--- src/rtl/tomasulo_pkg.sv ---
// Shared Tomasulo back-end types: func encodings, CDB entry layout, ALU helper.
// Latency: n/a (types and a combinational function only).
// Backpressure: n/a.
//
// The CDB field widths live here so every unit that drives or snoops the CDB
// agrees on one entry layout; execution units default their width parameters
// to these values.
package tomasulo_pkg;

  localparam int CDB_DATA_W = 8;
  localparam int CDB_TAG_W  = 3;
  localparam int CDB_RS_W   = 3;
  localparam int CDB_REG_W  = 4;

  localparam logic [3:0] FUNC_ADD = 4'b0000;
  localparam logic [3:0] FUNC_SUB = 4'b0001;
  localparam logic [3:0] FUNC_AND = 4'b0010;
  localparam logic [3:0] FUNC_OR  = 4'b0011;
  localparam logic [3:0] FUNC_XOR = 4'b0100;

  typedef struct packed {
    logic [CDB_DATA_W-1:0] result;
    logic                  carry;
    logic                  illegal;
    logic [CDB_TAG_W-1:0]  rob;
    logic [CDB_RS_W-1:0]   rs_idx;
    logic [CDB_REG_W-1:0]  rd;
  } cdb_entry_t;

  // Computes one add/sub/logic operation and packs it with its tags.
  // SUB carry is the borrow: the extra top bit of the widened difference is
  // set exactly when rs1 < rs2 (unsigned).
  function automatic cdb_entry_t exec_op(
    input logic [3:0]            func,
    input logic [CDB_DATA_W-1:0] a,
    input logic [CDB_DATA_W-1:0] b,
    input logic [CDB_TAG_W-1:0]  rob,
    input logic [CDB_RS_W-1:0]   rs_idx,
    input logic [CDB_REG_W-1:0]  rd
  );
    cdb_entry_t          e;
    logic [CDB_DATA_W:0] wide;
    e        = '0;
    wide     = '0;
    e.rob    = rob;
    e.rs_idx = rs_idx;
    e.rd     = rd;
    case (func)
      FUNC_ADD: begin
        wide     = {1'b0, a} + {1'b0, b};
        e.result = wide[CDB_DATA_W-1:0];
        e.carry  = wide[CDB_DATA_W];
      end
      FUNC_SUB: begin
        wide     = {1'b0, a} - {1'b0, b};
        e.result = wide[CDB_DATA_W-1:0];
        e.carry  = wide[CDB_DATA_W];
      end
      FUNC_AND: e.result = a & b;
      FUNC_OR:  e.result = a | b;
      FUNC_XOR: e.result = a ^ b;
      default:  e.illegal = 1'b1;
    endcase
    return e;
  endfunction

endpackage

--- src/rtl/exec_result_fifo.sv ---
// In-order result queue with synchronous flush; head is a registered-array read.
// Latency: an entry pushed in cycle T is at the head from T+1.
// Backpressure: none internally; the owner must not push when full nor pop when empty.
//
// Ports: clk, rst (sync, active-high), flush (sync clear), push/push_dat,
//        pop, head_vld (non-empty), head_dat (oldest entry).
module exec_result_fifo
  import tomasulo_pkg::*;
#(
  parameter int  DEPTH = 4,
  parameter type T     = cdb_entry_t
) (
  input  logic clk,
  input  logic rst,
  input  logic flush,
  input  logic push,
  input  T     push_dat,
  input  logic pop,
  output logic head_vld,
  output T     head_dat
);

  localparam int PTR_W = (DEPTH > 1) ? $clog2(DEPTH) : 1;
  localparam int CNT_W = $clog2(DEPTH + 1);

  T                 mem [DEPTH];
  logic [PTR_W-1:0] wr_ptr;
  logic [PTR_W-1:0] rd_ptr;
  logic [CNT_W-1:0] cnt;

  // Pointers wrap modulo DEPTH, so DEPTH need not be a power of two.
  function automatic logic [PTR_W-1:0] wrap_inc(input logic [PTR_W-1:0] p);
    return (p == PTR_W'(DEPTH - 1)) ? '0 : p + PTR_W'(1);
  endfunction

  always_ff @(posedge clk) begin
    if (rst || flush) begin
      wr_ptr <= '0;
      rd_ptr <= '0;
      cnt    <= '0;
    end else begin
      if (push) wr_ptr <= wrap_inc(wr_ptr);
      if (pop)  rd_ptr <= wrap_inc(rd_ptr);
      case ({push, pop})
        2'b10:   cnt <= cnt + CNT_W'(1);
        2'b01:   cnt <= cnt - CNT_W'(1);
        default: cnt <= cnt;
      endcase
    end
  end

  // Storage needs no reset: nothing is visible until the pointers say so.
  always_ff @(posedge clk) begin
    if (push) mem[wr_ptr] <= push_dat;
  end

  assign head_vld = (cnt != '0);
  assign head_dat = mem[rd_ptr];

endmodule

--- src/rtl/addsub_exec_unit.sv ---
// Pipelined add/sub/logic execution unit feeding the CDB in issue order.
// Latency: accept in cycle T -> result on cdb_* from cycle T+LAT.
// Backpressure: in_ready drops when LAT stages + queue hold Q_DEPTH ops; cdb_* hold while !cdb_ready.
//
// Ports: clk, rst (sync, active-high), flush; issue side in_valid/in_ready with
//        in_func, in_rs1, in_rs2, in_rob, in_rs_idx, in_rd; CDB side
//        cdb_valid/cdb_ready with cdb_result, cdb_carry, cdb_illegal,
//        cdb_rob, cdb_rs_idx, cdb_rd; occ = operations currently held.
module addsub_exec_unit
  import tomasulo_pkg::*;
#(
  parameter int DATA_W  = CDB_DATA_W,
  parameter int TAG_W   = CDB_TAG_W,
  parameter int RS_W    = CDB_RS_W,
  parameter int REG_W   = CDB_REG_W,
  parameter int LAT     = 2,
  parameter int Q_DEPTH = 4
) (
  input  logic                         clk,
  input  logic                         rst,
  input  logic                         flush,
  input  logic                         in_valid,
  output logic                         in_ready,
  input  logic [3:0]                   in_func,
  input  logic [DATA_W-1:0]            in_rs1,
  input  logic [DATA_W-1:0]            in_rs2,
  input  logic [TAG_W-1:0]             in_rob,
  input  logic [RS_W-1:0]              in_rs_idx,
  input  logic [REG_W-1:0]             in_rd,
  output logic                         cdb_valid,
  input  logic                         cdb_ready,
  output logic [DATA_W-1:0]            cdb_result,
  output logic                         cdb_carry,
  output logic                         cdb_illegal,
  output logic [TAG_W-1:0]             cdb_rob,
  output logic [RS_W-1:0]              cdb_rs_idx,
  output logic [REG_W-1:0]             cdb_rd,
  output logic [$clog2(Q_DEPTH+1)-1:0] occ
);

  localparam int OCC_W = $clog2(Q_DEPTH + 1);

  // The entry layout is shared through tomasulo_pkg, so the width parameters
  // must agree with it.
  if (DATA_W != CDB_DATA_W || TAG_W != CDB_TAG_W ||
      RS_W != CDB_RS_W || REG_W != CDB_REG_W) begin : g_width_check
    $error("addsub_exec_unit: field widths must match tomasulo_pkg");
  end
  if (LAT < 1 || Q_DEPTH < 1) begin : g_param_check
    $error("addsub_exec_unit: LAT and Q_DEPTH must be >= 1");
  end

  logic             accept;
  logic             pop;
  logic [LAT-1:0]   pipe_vld;
  cdb_entry_t       pipe_ent [LAT];
  logic             tail_vld;
  logic             fifo_vld;
  logic             fifo_push;
  logic             fifo_pop;
  cdb_entry_t       fifo_head;
  cdb_entry_t       head_ent;
  logic [OCC_W-1:0] occ_q;

  // occ counts everything from accept to pop, so it bounds the queue fill and
  // in_ready never looks at cdb_ready.
  assign in_ready = (occ_q < OCC_W'(Q_DEPTH)) && !flush;
  assign accept   = in_valid && in_ready;
  assign pop      = cdb_valid && cdb_ready;

  // Stage 0 computes; later stages only delay.
  always_ff @(posedge clk) begin
    if (rst || flush) begin
      pipe_vld <= '0;
    end else begin
      pipe_vld[0] <= accept;
      for (int k = 1; k < LAT; k++) pipe_vld[k] <= pipe_vld[k-1];
    end
  end

  always_ff @(posedge clk) begin
    if (accept) pipe_ent[0] <= exec_op(in_func, in_rs1, in_rs2, in_rob, in_rs_idx, in_rd);
    for (int k = 1; k < LAT; k++) pipe_ent[k] <= pipe_ent[k-1];
  end

  // The pipeline tail bypasses the queue when the queue is empty and the CDB
  // takes it right away; otherwise it is parked in the queue behind older
  // results. The queue never overflows because occ caps total occupancy.
  assign tail_vld  = pipe_vld[LAT-1];
  assign cdb_valid = fifo_vld || tail_vld;
  assign fifo_pop  = pop && fifo_vld;
  assign fifo_push = tail_vld && (fifo_vld || !cdb_ready);

  exec_result_fifo #(
    .DEPTH (Q_DEPTH),
    .T     (cdb_entry_t)
  ) u_result_fifo (
    .clk      (clk),
    .rst      (rst),
    .flush    (flush),
    .push     (fifo_push),
    .push_dat (pipe_ent[LAT-1]),
    .pop      (fifo_pop),
    .head_vld (fifo_vld),
    .head_dat (fifo_head)
  );

  // Zero the data fields when idle so nothing stale is ever presented.
  always_comb begin
    head_ent = '0;
    if (fifo_vld)      head_ent = fifo_head;
    else if (tail_vld) head_ent = pipe_ent[LAT-1];
  end

  assign cdb_result  = head_ent.result;
  assign cdb_carry   = head_ent.carry;
  assign cdb_illegal = head_ent.illegal;
  assign cdb_rob     = head_ent.rob;
  assign cdb_rs_idx  = head_ent.rs_idx;
  assign cdb_rd      = head_ent.rd;

  always_ff @(posedge clk) begin
    if (rst || flush) begin
      occ_q <= '0;
    end else begin
      case ({accept, pop})
        2'b10:   occ_q <= occ_q + OCC_W'(1);
        2'b01:   occ_q <= occ_q - OCC_W'(1);
        default: occ_q <= occ_q;
      endcase
    end
  end

  assign occ = occ_q;

endmodule

--- config.mk ---
export PLATFORM = sky130hd
export DESIGN_NAME = addsub_exec_unit
export DESIGN_NICKNAME = d
export VERILOG_FILES = /design/src/rtl/tomasulo_pkg.sv /design/src/rtl/exec_result_fifo.sv /design/src/rtl/addsub_exec_unit.sv
export SDC_FILE = /design/constraint.sdc
export NUM_CORES = 1
export LEC_CHECK = 0
export CAP_MARGIN = 20
export CORE_MARGIN = 2
export CORE_UTILIZATION = 31
export DETAILED_ROUTE_END_ITERATION = 8
export PLACE_DENSITY = 0.5
export SLEW_MARGIN = 20
export SYNTH_ARGS = -nofsm -noshare
export SYNTH_HDL_FRONTEND = slang
export SYNTH_SLANG_ARGS = --single-unit
--- constraint.sdc ---
create_clock -name clk -period 6.6 [get_ports clk]
set_clock_uncertainty 0.05 [all_clocks]
set_input_delay 0.99 -clock clk [delete_from_list [all_inputs] [get_ports clk]]
set_output_delay 0.99 -clock clk [all_outputs]
set_load 0.01 [all_outputs]
-- Word level (Yosys, flattened, before mapping)
Memories as Yosys holds them, arrays and structs flattened. A register that Yosys moved wholly into a read port is not among the register bits.
Cells that the tools add are included.
- output and inout bits: 25
- input port bits: 35
- register bits after elaboration: 12
- RAM bits: 120
- memories: 2
- logic and storage cells: 62
- memories (memory ; words ; bits a word ; read ports ; clocked after Yosys merged registers in ; wr ports ; line ; text):
    u_result_fifo.mem ; 4 ; 20 ; 1 ; 1 ; 1 ; exec_result_fifo.sv:26 ; T mem [DEPTH];
    pipe_ent ; 2 ; 20 ; 2 ; 0 ; 2 ; addsub_exec_unit.sv:56 ; cdb_entry_t pipe_ent [LAT];
- $add $sub $neg: 8
- magnitude comparators: 1
- reduce and logical (&&, ||, !) cells: 15
- muxes and demuxes: 18
- equality and inequality tests: 10
- bitwise logic cells: 3
- operators by type and width (operator ; number):
    20-bit two-way mux ; 2
    8-bit case mux with 5 select lines ; 1
    3-bit case mux with 2 select lines ; 2
    8-bit by 8-bit adder with 9-bit output ; 1
    8-bit by 8-bit subtractor with 9-bit output ; 1
    8-bit AND ; 1
    2-bit == test, second input constant ; 4
    4-bit by 2-bit == test with 1-bit output, second input constant ; 2
    2-bit two-way mux ; 4
    8-bit two-way mux ; 1
    8-bit bitwise OR ; 1
    8-bit bitwise XOR ; 1
    1-bit two-way mux ; 7
    3-bit by 1-bit adder with 3-bit output, second input constant ; 2
    3-bit by 1-bit subtractor with 3-bit output, second input constant ; 2
    1-bit logical AND ; 5
    5-bit OR reduction ; 1
    2-bit by 1-bit adder with 2-bit output, second input constant ; 2
    2-bit by 1-bit == test with 1-bit output, second input constant ; 2
    4-bit by 1-bit == test with 1-bit output, second input constant ; 1
    4-bit by 3-bit == test with 1-bit output, second input constant ; 1
    4-bit zero test ; 1
    2-bit nonzero test ; 2
    1-bit logical OR ; 3
    other kinds (4) ; 5

-- Longest topological paths before layout
Gate-level depths: netlist of the first run.
- depth in word-level cells: 6
- depth in mapped cells: 10
- depth with buffers taken out: 10

-- Hierarchy
A second synthesis of the first run with hierarchy kept.
- cell total of the unflattened synthesis: 406
- area total of the unflattened synthesis: 5905.7 um^2
- by module, submodules not included (module ; sequential area each (um^2) ; area an instance (um^2) ; cells an instance ; times used):
    exec_result_fifo ; 2582.5 ; 3338.2 ; 153 ; 1
    addsub_exec_unit ; 1101.1 ; 2567.5 ; 253 ; 1

-- Worst setup path before layout of the first run
OpenSTA, ideal clock, no wires.
- kind: in2reg
- start: in in_rs1[0]
- end: mem pipe_ent[0][16] in the netlist's numbering, data pin
- stages: 10
- setup slack: 3918 ps
- path buffers: 0
- arrival: 2371 ps
- library setup time: 261 ps
- required time: 6289 ps
- cell sequence: inv_1 -> ha_1 -> inv_1 -> fa_1 -> nand2b_1 -> a21oi_1 -> o21ai_1 -> o21ai_2 -> xnor2_1 -> a221o_1
- RTL lines (element ; line ; text):
    start: declaration ; addsub_exec_unit.sv:25 ; input logic [DATA_W-1:0] in_rs1,
    end: declaration ; addsub_exec_unit.sv:56 ;

==> flow_summary_export.csv, run 1 <==
group,metric,value,unit
cells_and_area,antenna_cells,0,
cts,cts_max_path_buffers,2,
cts,holdBufCountCts,0,
cells_and_area,final_nets,601,
die,core-area,19300,sq um
placement,dp_hpwl,8400,um
sta,tns,0,ns
sta,min_period,3.63,ns
cts,numCtsBuffers,17,
global_routing,grt_usage,12.8,%
run_status,outcome,"finished clean",
cts,clkSinkCount,134,
route,drt-vias-per-instance,4.66,
cts,cts_resized,0,
die,die_w,144,um
sta,tightestPinTransition,1.03,ns
critical_path,end_kind,"output pin",
logic_synthesis,synth_nets,537,
critical_path,worstPathMaxFanout,16,
global_routing,grt_max_degree,44,
logic_synthesis,synth_flop_cell,"edfxtp_1",
cells_and_area,mostFrequentLayoutCells,"edfxtp_1 (100), nand2_1 (64), clkdlybuf4s50_1 (58), inv_1 (38), dfxtp_1 (33)",
cells_and_area,layout_commonest_cell,"edfxtp_1",
sta,hold_violations,0,
route,drtIter0Drc,158,
logic_synthesis,ys_ff_latch,134,
sta,rsz0062_at_grt,"false",
global_routing,antenna_found_initial,0,
logic_synthesis,synth_seq_area_share,60.6,%
cells_and_area,stdcell_count,808,
logic_synthesis,yosys-top-cells-area,"edfxtp_1 (49%), dfxtp_1 (11%), mux4_2 (7.4%)",
die,die_y,144,um
power,power_density,256,nW/um^2
route,postRouteWirelength,12600,um
sta,finalSetupViolCount,0,
route,ant_nets,0,
critical_path,arrival,2.59,ns
logic_synthesis,ys_warn_count,0,
sta,fmax,275,MHz
global_routing,grt_pass1_wl,20000,um
worst_hold_path,worstHoldStart,"pipe_ent[0][2]$_DFFE_PP_",
critical_path,critPathKind,"reg2out",
cts,cts_root_buf,"clkbuf_16",
logic_synthesis,async_reset_ff_share,0,%
critical_path,r2r-start,"u_result_fifo.cnt[0]$_SDFFE_PP0P_",
cts,cts-htree-levels,4,
cells_and_area,syn_to_final_growth,22.7,%
worst_hold_path,hp-class,"reg2reg",
logic_synthesis,synth_top_area_cell,"edfxtp_1",
logic_synthesis,synth.distinct_cells,55,
route,drc,0,
cts,cts_tree,"yes",
cts,cts_setup_buffers,0,
logic_synthesis,syn_area_per_cell,13.0,sq um
job,max_cap_viol_count,0,
sta,final_max_slew_viol_count,0,
cts,insertion_delay,0.41,ns
die,die-area,20700,sq um
die,start_util,31.4,%
logic_synthesis,yosysTopAreaCellShare,49.4,%
sta,worst_slew_margin_rel,31.5,%
power,ir_drop,0.197,mV
die,rows,51,
die,io_pins,60,
cells_and_area,final_layout_size_suffix_gt1_share,12.7,%
logic_synthesis,synth_edf_count,100,
placement,portBuffers,59,
route,wire_per_inst,15.6,um
global_routing,grt-ovfl-total,0,
logic_synthesis,synthesis.area,6070,sq um
placement,gp_routability_congestion,0.823,
power,leakagePower,2.58,nW
critical_path,cp-start-kind,"flop",
cells_and_area,fillers,1875,
critical_path,critical_path_required,5.56,ns
cts,clkSlewWorstSetupHoldPaths,0.06,ns
placement,dpl.cell_count,776,
sta,timing.final.crit_share,55.1,%
route,drt-pass1-iter-count,4,
route,via_count,3763,
logic_synthesis,postSynthCellCount,466,
global_routing,grt_pass1_vias,3776,
## area by class of cell
class	count	area, sq um	share of cell area [%]
repair buffers	65	631	8.46
clock inverters	15	121	1.63
well taps	265	332	4.45
inverters	38	143	1.91
clock buffers	17	425	5.71
flip-flops and latches	134	3680	49.4
multi-input cells	274	2120	28.4
## sequential cells by signal, indices dropped and copies added (netlist names), named ones only
signal	flops
u_result_fifo.wr_ptr	2
u_result_fifo.rd_ptr	2
u_result_fifo.cnt	3
pipe_vld	2
occ	3
u_result_fifo.mem	80
pipe_ent	40
## through the flow
stage	setup WS [ns]	hold WS (ns)	total power, mW	instance area (sq um)	util (%)
global placement	3.15	0.274	1.07	6910	35.8
global route	2.77	0.297	1.99	7460	38.6
floorplan	3.92	0.273	1.02	6070	-
finish	2.97	0.287	1.91	7460	38.6
detailed placement	3.13	0.277	1.07	6910	35.8
CTS	2.80	0.290	1.93	7460	38.6
## power by group
group	internal [mW]	switching, mW	leakage (nW)
Sequential	0.919	0.00987	1.19
Clock	0.488	0.366	0.249
Combinational	0.0560	0.0686	1.14
## layer usage
metal | GRT usage, % | vias up | part of all wire [%]
met3 | 2.62 | 9 | 2.9
met4 | 4.95 | 0 | 1.2
met1 | 15.3 | 1868 | 45
met2 | 22.8 | 68 | 51
li1 | - | 1818 | -
met5 | 0 | - | 0
## worst max-delay path, cell delays in order (launching register included)
cell and delay [ns]:
dfxtp_1 0.50, buf_4 0.40, mux4_2 0.54, nand2_1 0.07
o21ai_0 0.14, clkdlybuf4s50_1 0.53
## path summary, 6_finish.rpt
kind	endpoint	slack [ns]	cells past startpoint
worst max register to register	u_result_fifo.cnt[2]$_SDFFE_PP0P_	3.84	10
worst min register to register	pipe_ent[0][22]$_DFF_P_	0.29	0
worst max-delay path	cdb_result[6]	2.97	5
worst min-delay path	pipe_ent[0][22]$_DFF_P_	0.29	0
## synth_stat cells, drive strengths merged, types with 5 or more instances
cell,count
xor2,6
buf,7
nand2,64
ha,32
o21ai,32
and2,5
clkbuf,13
dfxtp,34
a21oi,21
mux4,20
edfxtp,100
nor2,30
inv,38
## logic make-up after synthesis
| group | count (synthesis) | synth area share (%) |
|---|---|---|
| and+or+nand+nor | 126 | 9.37 |
| DFF | 134 | 60.6 |
| buffers and inverters | 58 | 4.47 |
| AOI/OAI and AO/OA | 82 | 8.69 |
| xor gates and xnor gates | 7 | 1.01 |
| muxes | 23 | 7.91 |
| adders and majority gates | 36 | 7.91 |
Power figures use the tool's default switching activity.
==> inputs of run 2 (changes only) <==
--- a/config.mk
+++ b/config.mk
@@ -9,7 +9,7 @@
 export CORE_MARGIN = 2
 export CORE_UTILIZATION = 31
 export DETAILED_ROUTE_END_ITERATION = 8
-export PLACE_DENSITY = 0.5
+export PLACE_DENSITY = 0.51
 export SLEW_MARGIN = 20
 export SYNTH_ARGS = -nofsm -noshare
 export SYNTH_HDL_FRONTEND = slang
==> constraint.sdc (replaced) <==
create_clock -name clk -period 3.29 [get_ports clk]
set_clock_uncertainty 0.05 [all_clocks]
set_input_delay 0.4935 -clock clk [delete_from_list [all_inputs] [get_ports clk]]
set_output_delay 0.4935 -clock clk [all_outputs]
set_load 0.01 [all_outputs]
==> run 2 against run 1 <==
First-iteration DRC count up 27%. Design area is 2.4% higher. Critical path depth stayed put.
==> flow_summary_export.csv, run 2 (synthesized netlist as in run 1, its figures left out) <==
group,metric,value,unit
power,leakagePower,2.70,nW
critical_path,critPathKind,"reg2out",
cells_and_area,largest_reg_flops,80,
die,die_y,144,um
die,die_w,144,um
power,power_density,531,nW/um^2
global_routing,grt_pass1_vias,3845,
die,start_util,31.4,%
cts,numCtsBuffers,17,
sta,final_max_slew_viol_count,0,
route,postRouteWirelength,12500,um
cells_and_area,stdcell_count,820,
die,io_pins,60,
global_routing,grt_max_degree,26,
sta,rsz0062_at_grt,"false",
power,power.share.sequential,45.9,%
critical_path,cpMaxStageDelayCell,"dfxtp_1",
sta,tns,0,ns
power,ir_drop,0.305,mV
critical_path,cp-start-kind,"flop",
cells_and_area,syn_to_final_growth,25.6,%
placement,dp_hpwl,8730,um
global_routing,grt-ovfl-total,0,
die,die-area,20700,sq um
critical_path,critical_path_required,2.75,ns
global_routing,grt_pass1_wl,20200,um
placement,post_dp_cell_area,7020,sq um
cells_and_area,reg_top3,"u_result_fifo.mem x80, pipe_ent x40",
sta,min_period,2.97,ns
cells_and_area,antenna_cells,0,
route,drc,0,
sta,hold_violations,0,
job,max_cap_viol_count,0,
cells_and_area,layout_commonest_cell,"edfxtp_1",
sta,worst_slew_margin_rel,51.7,%
cts,insertion_delay,0.41,ns
placement,dpl.cell_count,788,
cells_and_area,regMostFlops,"u_result_fifo.mem",
power,combPwrFrac,6.3,%
placement,portBuffers,59,
die,rows,51,
sta,finalSetupViolCount,0,
critical_path,worstPathMaxFanout,13,
cts,clkSlewWorstSetupHoldPaths,0.05,ns
critical_path,end_kind,"output pin",
route,wire_per_inst,15.2,um
cells_and_area,mostFrequentLayoutCells,"edfxtp_1 (100), nand2_1 (64), clkdlybuf4s50_1 (59), inv_1 (38), dfxtp_1 (34)",
sta,tightestPinTransition,0.723,ns
global_routing,antenna_found_initial,0,
cts,cts_max_path_buffers,2,
cts,cts_tree,"yes",
route,drtIter0Drc,200,
power,p_total,4.05,mW
route,drt-pass1-iter-count,4,
cts,holdBufCountCts,0,
critical_path,cpPeakStageDelay,0.78,ns
cells_and_area,final_nets,613,
cts,cts-htree-levels,4,
cts,cts_resized,0,
route,via_count,3772,
cts,cts_root_buf,"clkbuf_16",
global_routing,grt_usage,12.9,%
run_status,outcome,"finished clean",
route,drt-vias-per-instance,4.60,
critical_path,crit_chain,"buf_4 > mux4_2 > nand2_1 > o21ai_0 > clkdlybuf4s50_1",
power,switchingPower,0.836,mW
cells_and_area,stdcell_area,7630,sq um
placement,gp_routability_congestion,0.844,
critical_path,arrival,2.43,ns
power,clockPowerShare,47.8,%
power,sw_frac_of_total,20.6,%
die,core-area,19300,sq um
sta,fmax,336,MHz
route,ant_nets,0,
worst_hold_path,hp-class,"reg2reg",
cells_and_area,final_layout_size_suffix_gt1_share,14.1,%
sta,timing.final.crit_share,90.4,%
power,intPower,3.22,mW
cts,cts_setup_buffers,0,
cts,clkSinkCount,134,
==> run 2: path summary, 6_finish.rpt <==
| check | from | endpoint | slack, ns | cells past startpoint |
|---|---|---|---|---|
| worst max-delay path | flop | cdb_rob[0] | 0.32 | 5 |
| worst min-delay path | pipe_ent[0][5]$_DFFE_PP_ | pipe_ent[0][25]$_DFF_P_ | 0.29 | 0 |
| worst max register to register | u_result_fifo.cnt[0]$_SDFFE_PP0P_ | u_result_fifo.cnt[2]$_SDFFE_PP0P_ | 0.63 | 9 |
| worst min register to register | pipe_ent[0][5]$_DFFE_PP_ | pipe_ent[0][25]$_DFF_P_ | 0.29 | 0 |
==> run 2: power by group through the flow <==
| stage | clock network [mW] | registers [mW] | logic (mW) |
|---|---|---|---|
| finish | 1.94 | 1.86 | 0.255 |
| global route | 2.06 | 1.86 | 0.286 |
| CTS | 1.97 | 1.86 | 0.256 |
| detailed placement | 0 | 1.90 | 0.256 |
| global placement | 0 | 1.90 | 0.256 |
| floorplan | 0 | 1.89 | 0.157 |
==> run 2: critical path, delay by kind of cell, from the launching register on <==
kind	cells	cell delay [ns]
DFF	1	0.78
buffers and inverters	2	0.78
muxes	1	0.29
AOI/OAI and AO/OA	1	0.10
and+or+nand+nor	1	0.08
==> run 2: routing by layer <==
| metal | GRT usage, % | vias to the layer above | wire [um] |
|---|---|---|---|
| met5 | 0 | - | 0 |
| met4 | 4.28 | 0 | 221 |
| met3 | 3.34 | 16 | 578 |
| met2 | 21.4 | 86 | 6050 |
| met1 | 16.5 | 1834 | 5630 |
| li1 | - | 1836 | - |
==> run 2: final cells by class <==
| class | count | area, sq um |
|---|---|---|
| sequential | 134 | 3680 |
| clock buffer | 21 | 470 |
| multi-input combinational | 274 | 2120 |
| timing repair buffer | 77 | 738 |
| clock inverter | 11 | 146 |
| tap | 265 | 332 |
| inverter | 38 | 143 |
| fill | 1815 | 11700 |
==> run 2: per-stage QoR <==
| stage | setup WS, ns | hold WS [ns] | utilization [%] |
|---|---|---|---|
| final | 0.315 | 0.288 | 39.5 |
| after global routing | 0.111 | 0.293 | 39.5 |
| after CTS | 0.245 | 0.291 | 39.5 |
| after detailed placement | 0.364 | 0.278 | 36.3 |
| after global placement | 0.378 | 0.274 | 36.3 |
| after floorplan | 0.917 | 0.273 | - |
